### src/rtl/cpu_pkg.sv
// rtl/cpu_pkg.sv - shared opcodes, stage encodings and control-word bit indices
//
// Purpose: definitions used by the sequencer (sap_microcode) and the datapath
// (sap_cpu_gen2). Opcodes are kept at their 4-bit encodings and are widened
// to INSTR_SIZE by the consumers.
// Ports: none (package).

package cpu_pkg;

  // Opcode encodings (4-bit). Anything not listed executes as NOP.
  localparam logic [3:0] OP_NOP = 4'b0000;
  localparam logic [3:0] OP_LDA = 4'b0001;
  localparam logic [3:0] OP_ADD = 4'b0010;
  localparam logic [3:0] OP_SUB = 4'b0011;
  localparam logic [3:0] OP_STA = 4'b0100;
  localparam logic [3:0] OP_LDI = 4'b0101;
  localparam logic [3:0] OP_JMP = 4'b0110;
  localparam logic [3:0] OP_JC  = 4'b0111;
  localparam logic [3:0] OP_JZ  = 4'b1000;
  localparam logic [3:0] OP_OUT = 4'b1110;
  localparam logic [3:0] OP_HLT = 4'b1111;

  typedef enum logic [2:0] {
    T1 = 3'd0,
    T2 = 3'd1,
    T3 = 3'd2,
    T4 = 3'd3,
    T5 = 3'd4
  } stage_t;

  // Control word bit indices. *o bits select the bus source, *i bits load
  // a register from the bus.
  localparam int CTRL_W = 15;
  localparam int MI  = 0;   // MAR in
  localparam int RO  = 1;   // RAM out
  localparam int RI  = 2;   // RAM in
  localparam int II  = 3;   // IR in
  localparam int IO  = 4;   // IR operand out
  localparam int AI  = 5;   // A in
  localparam int AO  = 6;   // A out
  localparam int BI  = 7;   // B in
  localparam int SU  = 8;   // ALU subtract
  localparam int EO  = 9;   // ALU out (also latches flags)
  localparam int OI  = 10;  // output register in
  localparam int CE  = 11;  // PC increment
  localparam int CO  = 12;  // PC out
  localparam int J   = 13;  // PC load (jump)
  localparam int HLT = 14;  // halt

  typedef logic [CTRL_W-1:0] ctrl_t;

endpackage

### src/rtl/sap_microcode.sv
// rtl/sap_microcode.sv - combinational control-word and next-stage decoder
//
// Purpose: maps (stage, opcode, flags) to the control word for this cycle
// and the stage to enter next.
// Ports:
//   stage      in  current stage T1..T5
//   opcode     in  IR opcode field, INSTR_SIZE bits
//   c_flag     in  carry flag
//   z_flag     in  zero flag
//   ctrl       out control word (bit indices in cpu_pkg)
//   next_stage out stage after this cycle

module sap_microcode
  import cpu_pkg::*;
#(
  parameter int INSTR_SIZE = 4
) (
  input  stage_t                  stage,
  input  logic [INSTR_SIZE-1:0]   opcode,
  input  logic                    c_flag,
  input  logic                    z_flag,
  output ctrl_t                   ctrl,
  output stage_t                  next_stage
);

  localparam logic [INSTR_SIZE-1:0] W_LDA = INSTR_SIZE'(OP_LDA);
  localparam logic [INSTR_SIZE-1:0] W_ADD = INSTR_SIZE'(OP_ADD);
  localparam logic [INSTR_SIZE-1:0] W_SUB = INSTR_SIZE'(OP_SUB);
  localparam logic [INSTR_SIZE-1:0] W_STA = INSTR_SIZE'(OP_STA);
  localparam logic [INSTR_SIZE-1:0] W_LDI = INSTR_SIZE'(OP_LDI);
  localparam logic [INSTR_SIZE-1:0] W_JMP = INSTR_SIZE'(OP_JMP);
  localparam logic [INSTR_SIZE-1:0] W_JC  = INSTR_SIZE'(OP_JC);
  localparam logic [INSTR_SIZE-1:0] W_JZ  = INSTR_SIZE'(OP_JZ);
  localparam logic [INSTR_SIZE-1:0] W_OUT = INSTR_SIZE'(OP_OUT);
  localparam logic [INSTR_SIZE-1:0] W_HLT = INSTR_SIZE'(OP_HLT);

  always_comb begin
    ctrl       = '0;
    next_stage = T1;
    case (stage)
      T1: begin
        ctrl[CO]   = 1'b1;
        ctrl[MI]   = 1'b1;
        next_stage = T2;
      end
      T2: begin
        ctrl[RO]   = 1'b1;
        ctrl[II]   = 1'b1;
        ctrl[CE]   = 1'b1;
        next_stage = T3;
      end
      T3: begin
        case (opcode)
          W_LDA, W_ADD, W_SUB, W_STA: begin
            ctrl[IO]   = 1'b1;
            ctrl[MI]   = 1'b1;
            next_stage = T4;
          end
          W_LDI: begin
            ctrl[IO] = 1'b1;
            ctrl[AI] = 1'b1;
          end
          W_JMP: begin
            ctrl[IO] = 1'b1;
            ctrl[J]  = 1'b1;
          end
          W_JC: begin
            ctrl[IO] = 1'b1;
            ctrl[J]  = c_flag;
          end
          W_JZ: begin
            ctrl[IO] = 1'b1;
            ctrl[J]  = z_flag;
          end
          W_OUT: begin
            ctrl[AO] = 1'b1;
            ctrl[OI] = 1'b1;
          end
          W_HLT: begin
            // The datapath freezes on halted, so T3 is simply held.
            ctrl[HLT]  = 1'b1;
            next_stage = T3;
          end
          default: ;
        endcase
      end
      T4: begin
        case (opcode)
          W_LDA: begin
            ctrl[RO] = 1'b1;
            ctrl[AI] = 1'b1;
          end
          W_ADD: begin
            ctrl[RO]   = 1'b1;
            ctrl[BI]   = 1'b1;
            next_stage = T5;
          end
          W_SUB: begin
            ctrl[RO]   = 1'b1;
            ctrl[BI]   = 1'b1;
            next_stage = T5;
          end
          W_STA: begin
            ctrl[AO] = 1'b1;
            ctrl[RI] = 1'b1;
          end
          default: ;
        endcase
      end
      T5: begin
        ctrl[EO] = 1'b1;
        ctrl[AI] = 1'b1;
        ctrl[SU] = (opcode == W_SUB);
      end
      default: ;
    endcase
  end

endmodule

### src/rtl/sap_cpu_gen2.sv
// rtl/sap_cpu_gen2.sv - accumulator CPU top: registers, RAM and bus datapath
//
// Purpose: SAP-style CPU with PC, MAR, IR, A, B, C/Z flags, output register
// and a single-port RAM that the host can preload.
// Ports:
//   clk        in  clock, all state on posedge
//   rst        in  synchronous active-high reset
//   load_en    in  host RAM write strobe, freezes the core while high
//   load_addr  in  host write address
//   load_data  in  host write data
//   out_data   out output register (OUT instruction)
//   out_valid  out one-cycle pulse when out_data updates
//   halted     out sticky halt indicator
//   pc_dbg     out program counter

module sap_cpu_gen2
  import cpu_pkg::*;
#(
  parameter  int WIDTH         = 8,
  parameter  int INSTR_SIZE    = 4,
  parameter  int OUT_WIDTH     = 8,
  localparam int ADDRESS_WIDTH = WIDTH - INSTR_SIZE
) (
  input  logic                     clk,
  input  logic                     rst,
  input  logic                     load_en,
  input  logic [ADDRESS_WIDTH-1:0] load_addr,
  input  logic [WIDTH-1:0]         load_data,
  output logic [OUT_WIDTH-1:0]     out_data,
  output logic                     out_valid,
  output logic                     halted,
  output logic [ADDRESS_WIDTH-1:0] pc_dbg
);

  localparam int DEPTH = 1 << ADDRESS_WIDTH;

  logic [WIDTH-1:0]         mem [0:DEPTH-1];
  logic [ADDRESS_WIDTH-1:0] pc;
  logic [ADDRESS_WIDTH-1:0] mar;
  logic [WIDTH-1:0]         ir;
  logic [WIDTH-1:0]         a_reg;
  logic [WIDTH-1:0]         b_reg;
  logic                     c_flag;
  logic                     z_flag;
  stage_t                   stage;

  ctrl_t                    ctrl;
  stage_t                   next_stage;
  logic [WIDTH-1:0]         mem_rd;
  logic [WIDTH-1:0]         bus;
  logic [WIDTH:0]           alu_sum;
  logic                     run;

  assign pc_dbg = pc;
  assign mem_rd = mem[mar];
  assign run    = !load_en && !halted;

  sap_microcode #(.INSTR_SIZE(INSTR_SIZE)) u_microcode (
    .stage      (stage),
    .opcode     (ir[WIDTH-1:ADDRESS_WIDTH]),
    .c_flag     (c_flag),
    .z_flag     (z_flag),
    .ctrl       (ctrl),
    .next_stage (next_stage)
  );

  // Subtract is A + ~B + 1, so the carry out reads as "no borrow".
  always_comb begin
    alu_sum = {1'b0, a_reg} + {1'b0, (ctrl[SU] ? ~b_reg : b_reg)} + (WIDTH + 1)'(ctrl[SU]);
  end

  always_comb begin
    bus = '0;
    if (ctrl[CO])      bus = WIDTH'(pc);
    else if (ctrl[IO]) bus = WIDTH'(ir[ADDRESS_WIDTH-1:0]);
    else if (ctrl[RO]) bus = mem_rd;
    else if (ctrl[AO]) bus = a_reg;
    else if (ctrl[EO]) bus = alu_sum[WIDTH-1:0];
  end

  // Host writes go through even during reset; core writes never do.
  always_ff @(posedge clk) begin
    if (load_en) begin
      mem[load_addr] <= load_data;
    end else if (!rst && !halted && ctrl[RI]) begin
      mem[mar] <= bus;
    end
  end

  always_ff @(posedge clk) begin
    if (rst) begin
      stage     <= T1;
      pc        <= '0;
      mar       <= '0;
      ir        <= '0;
      a_reg     <= '0;
      b_reg     <= '0;
      c_flag    <= 1'b0;
      z_flag    <= 1'b0;
      out_data  <= '0;
      out_valid <= 1'b0;
      halted    <= 1'b0;
    end else begin
      out_valid <= 1'b0;
      if (run) begin
        stage <= next_stage;
        if (ctrl[MI]) mar   <= bus[ADDRESS_WIDTH-1:0];
        if (ctrl[II]) ir    <= bus;
        if (ctrl[AI]) a_reg <= bus;
        if (ctrl[BI]) b_reg <= bus;
        if (ctrl[J]) begin
          pc <= bus[ADDRESS_WIDTH-1:0];
        end else if (ctrl[CE]) begin
          pc <= pc + ADDRESS_WIDTH'(1);
        end
        if (ctrl[EO]) begin
          c_flag <= alu_sum[WIDTH];
          z_flag <= (alu_sum[WIDTH-1:0] == '0);
        end
        if (ctrl[OI]) begin
          out_data  <= bus[OUT_WIDTH-1:0];
          out_valid <= 1'b1;
        end
        if (ctrl[HLT]) halted <= 1'b1;
      end
    end
  end

endmodule

### config.mk
export PLATFORM = sky130hd
export DESIGN_NAME = sap_cpu_gen2
export DESIGN_NICKNAME = d
export VERILOG_FILES = /design/src/rtl/cpu_pkg.sv /design/src/rtl/sap_microcode.sv /design/src/rtl/sap_cpu_gen2.sv
export SDC_FILE = /design/constraint.sdc
export NUM_CORES = 1
export LEC_CHECK = 0
export ABC_AREA = 1
export CAP_MARGIN = 20
export CORE_MARGIN = 1
export CORE_UTILIZATION = 38
export DETAILED_ROUTE_END_ITERATION = 8
export PLACE_DENSITY = 0.65
export SYNTH_ARGS = -nofsm -noshare
export SYNTH_HDL_FRONTEND = slang
export SYNTH_SLANG_ARGS = --single-unit
### constraint.sdc
create_clock -name clk -period 4.1 [get_ports clk]
set_input_delay 0.82 -clock clk [delete_from_list [all_inputs] [get_ports clk]]
set_output_delay 0.82 -clock clk [all_outputs]
set_load 0.005 [all_outputs]
==> impl_metrics.ini <==
[drt]
drt-initial-drc-count = 657
num_vias = 5949
drc = 0
first_pass_iters = 6
viasPerCell = 5.12
ant_nets = 0
drt-total-wl_um = 19500
routedWlPerCell_um = 16.8

[grt]
grt_use_total_pct = 18.6
grt-ovfl-total = 0
grt_pass1_wl_um = 31300
antenna_found_initial = 0
grt_pass1_vias = 5692
grt_max_degree = 53

[cells_and_area]
finalNonFillerCells = 1162
largest_reg_flops = 128
syn_to_final_growth_pct = 14.0
postLayoutCellArea_um2 = 9340
regArea_um2 = 4870
antenna_cells = 0
nets = 899
num-fill-cells = 1995
top_register = mem
drive_above_1_share_pct = 10.5
multi_input_area_um2 = 2860

[clocking]
cts_tree = done
cts_sinks = 179
cts_setup_buffers = 0
clock_latency_ns = 0.42
cts_hold_buf = 0
cts-root-buf = clkbuf_16
post_cts_resized = 0
cts.clk_slew.worst_paths_ns = 0.07
numCtsBuffers = 17
cts_max_level = 4
clock_path_buffers = 2

[floorplan]
dieArea_um2 = 22100
ios = 29
fp-row-count = 53
die_x_um = 149
start_util_pct = 38.8
core_um2 = 21100
die_y_um = 149

[placed_design]
port-buffer-count = 28
placed_area_um2 = 8770
place_inst = 1131
dpl.hpwl_um = 12900
routabilityCongestion = 0.843

[hold_path]
hp-class = reg -> reg
hold_end = z_flag
hold_depth = 2
hp-start = z_flag

[timing]
finalClockSkew_ns = 0.0141
period_minus_slack_ns = 3.21
maxSlewViolCount = 0
worst_slew_pin_slew_ns = 0.819
timing_hold_violations_final = 0
max_slew_margin_pct = 45.2
setup_tns_ns = 0
fmax_mhz = 311
setup_violations = 0
rsz0062_at_grt = false
fin_crit_sh_pct = 78.3

[run_status]
outcome = complete, no violations

[synth]
synthesis.area_um2 = 8190
synth_area_per_cell_um2 = 9.73
synth_largest_area_cell = edfxtp_1
async_flop_share_pct = 0
synth-main-ff-cell = edfxtp_1
synthDistinctLibCells = 49
synthTopCellsByArea = edfxtp_1, dfxtp_1, nand2_1
ys_ff_latch = 179
yosysTopAreaCellShare_pct = 46.9
synthCells = 842
ys_warn_count = 0
yosysSeqAreaShare_pct = 59.4
synth_edf_count = 128
yosys-top-cells-count = nand2_1, edfxtp_1, nor2_1, o21ai_0, nand3_1
syn-num-nets = 866
synth_most_common_cell = nand2_1

[critical_path]
crit_type = reg -> reg
r2r_cells = 16
crit_required_ns = 4.23
worstReg2RegStart = stage[0]
r2r_setup_slack_ns = 0.89
crit_fanout = 16
reg2reg_to = mem[6][7]
worstPathArrival_ns = 3.34
end_kind = flop
startpoint_type = flop

[power]
switching_share_pct = 24.4
power_density_nw_per_um2 = 424
seq_power_share_pct = 50.5
p_switching_uw = 966
internal_power_uw = 3000
vdd_drop_max_mv = 0.300
clkPwrFrac_pct = 39.5
p_leak_uw = 0.00357
total_power_uw = 3960
p_comb_share_pct = 10.0

[job]
drv_cap = 0
-- area by class of cell --
type                       instances  share of cell area (%)
clock buffer                      19                    4.64
sequential                       179                    52.1
clock inverter                    12                    1.42
timing repair buffer              49                    4.69
inverter                          69                    2.80
multi-input combinational        559                    30.6
tap                              275                    3.69
-- layout by cell type, fill, tap and decap left out, types with 2 or more instances in the layout --
master | synthesis | final
nand2_1 | 143 | 143
nand3_1 | 67 | 67
nor2_4 | 2 | 2
nand4_1 | 7 | 7
a22oi_1 | 2 | 2
edfxtp_1 | 128 | 128
nand3b_1 | 2 | 2
inv_1 | 64 | 64
o21ai_0 | 82 | 82
nand2_4 | 4 | 4
o21bai_1 | 2 | 2
o31ai_1 | 2 | 2
o211ai_1 | 13 | 13
clkbuf_1 | 4 | 2
xor2_1 | 5 | 5
ha_1 | 8 | 8
a21oi_1 | 48 | 48
inv_2 | 3 | 3
nand3_2 | 5 | 5
a21oi_2 | 5 | 5
clkinv_1 | 1 | 2
clkbuf_16 | 0 | 17
nand2_2 | 5 | 5
o21a_1 | 2 | 2
xnor2_1 | 7 | 7
bufinv_16 | 0 | 2
nand4_2 | 2 | 2
o22ai_1 | 4 | 4
nor2_2 | 2 | 2
clkdlybuf4s50_1 | 0 | 28
nor3_1 | 3 | 3
clkinv_4 | 0 | 3
clkinv_2 | 0 | 3
o21ai_2 | 7 | 7
dfxtp_1 | 51 | 50
buf_4 | 8 | 21
nor2_1 | 117 | 117
-- power groups by stage --
stage          clock network, uW  logic [uW]  registers, uW
2_1_floorplan                  0         278           2030
3_3_place_gp                   0         393           2040
3_5_place_dp                   0         396           2040
4_1_cts                     1580         398           2000
5_1_grt                     1660         439           2010
6_report                    1560         396           2000
-- through the flow --
stage / worst slack, ns / hold slack (ns) / utilization, %
finish: 0.889 / 0.492 / 44.3
global route: 0.585 / 0.526 / 44.3
CTS: 0.828 / 0.495 / 44.3
detailed placement: 0.861 / 0.476 / 41.6
global placement: 0.923 / 0.475 / 41.6
floorplan: 1.07 / 0.445 / -
-- per-layer routing --
layer	GRT usage, %	routed length [um]
met5	0	0
met1	27.2	9310
met2	28.6	9110
met4	5.26	189
met3	2.87	914
-- worst max-delay path by stage --
stage	slack [ns]	startpoint	end	cells after the start
3_5_place_dp	0.86	stage[0]	mem[12][7]	16
2_1_floorplan	1.07	stage[1]	mem[0][6]	12
5_1_grt	0.58	stage[0]	mem[5][7]	16
3_3_place_gp	0.92	stage[0]	mem[15][7]	16
4_1_cts	0.83	stage[0]	mem[7][7]	16
6_report	0.89	stage[0]	mem[6][7]	16
-- kinds of logic after synthesis --
family	Yosys count	synth area share [%]
xor+xnor	13	1.48
simple gates	363	19.6
buf+inv	104	5.65
flops	179	59.4
compound gates	174	12.4
fa+ha+maj	9	1.47
-- worst max-delay path: stages, from the launching register on --
cell,delay [ns]
dfxtp_1,0.33
inv_2,0.07
nand2_1,0.08
nor2_4,0.22
nand2_4,0.17
xor2_1,0.18
ha_1,0.35
a21o_1,0.21
a21boi_0,0.20
nand2_2,0.11
nand2_2,0.08
nand2_1,0.05
nand2_1,0.08
nand3_1,0.07
nand2_1,0.09
nand2_2,0.10
o21ai_2,0.53
Note: power is estimated with default switching activity, not from simulation.
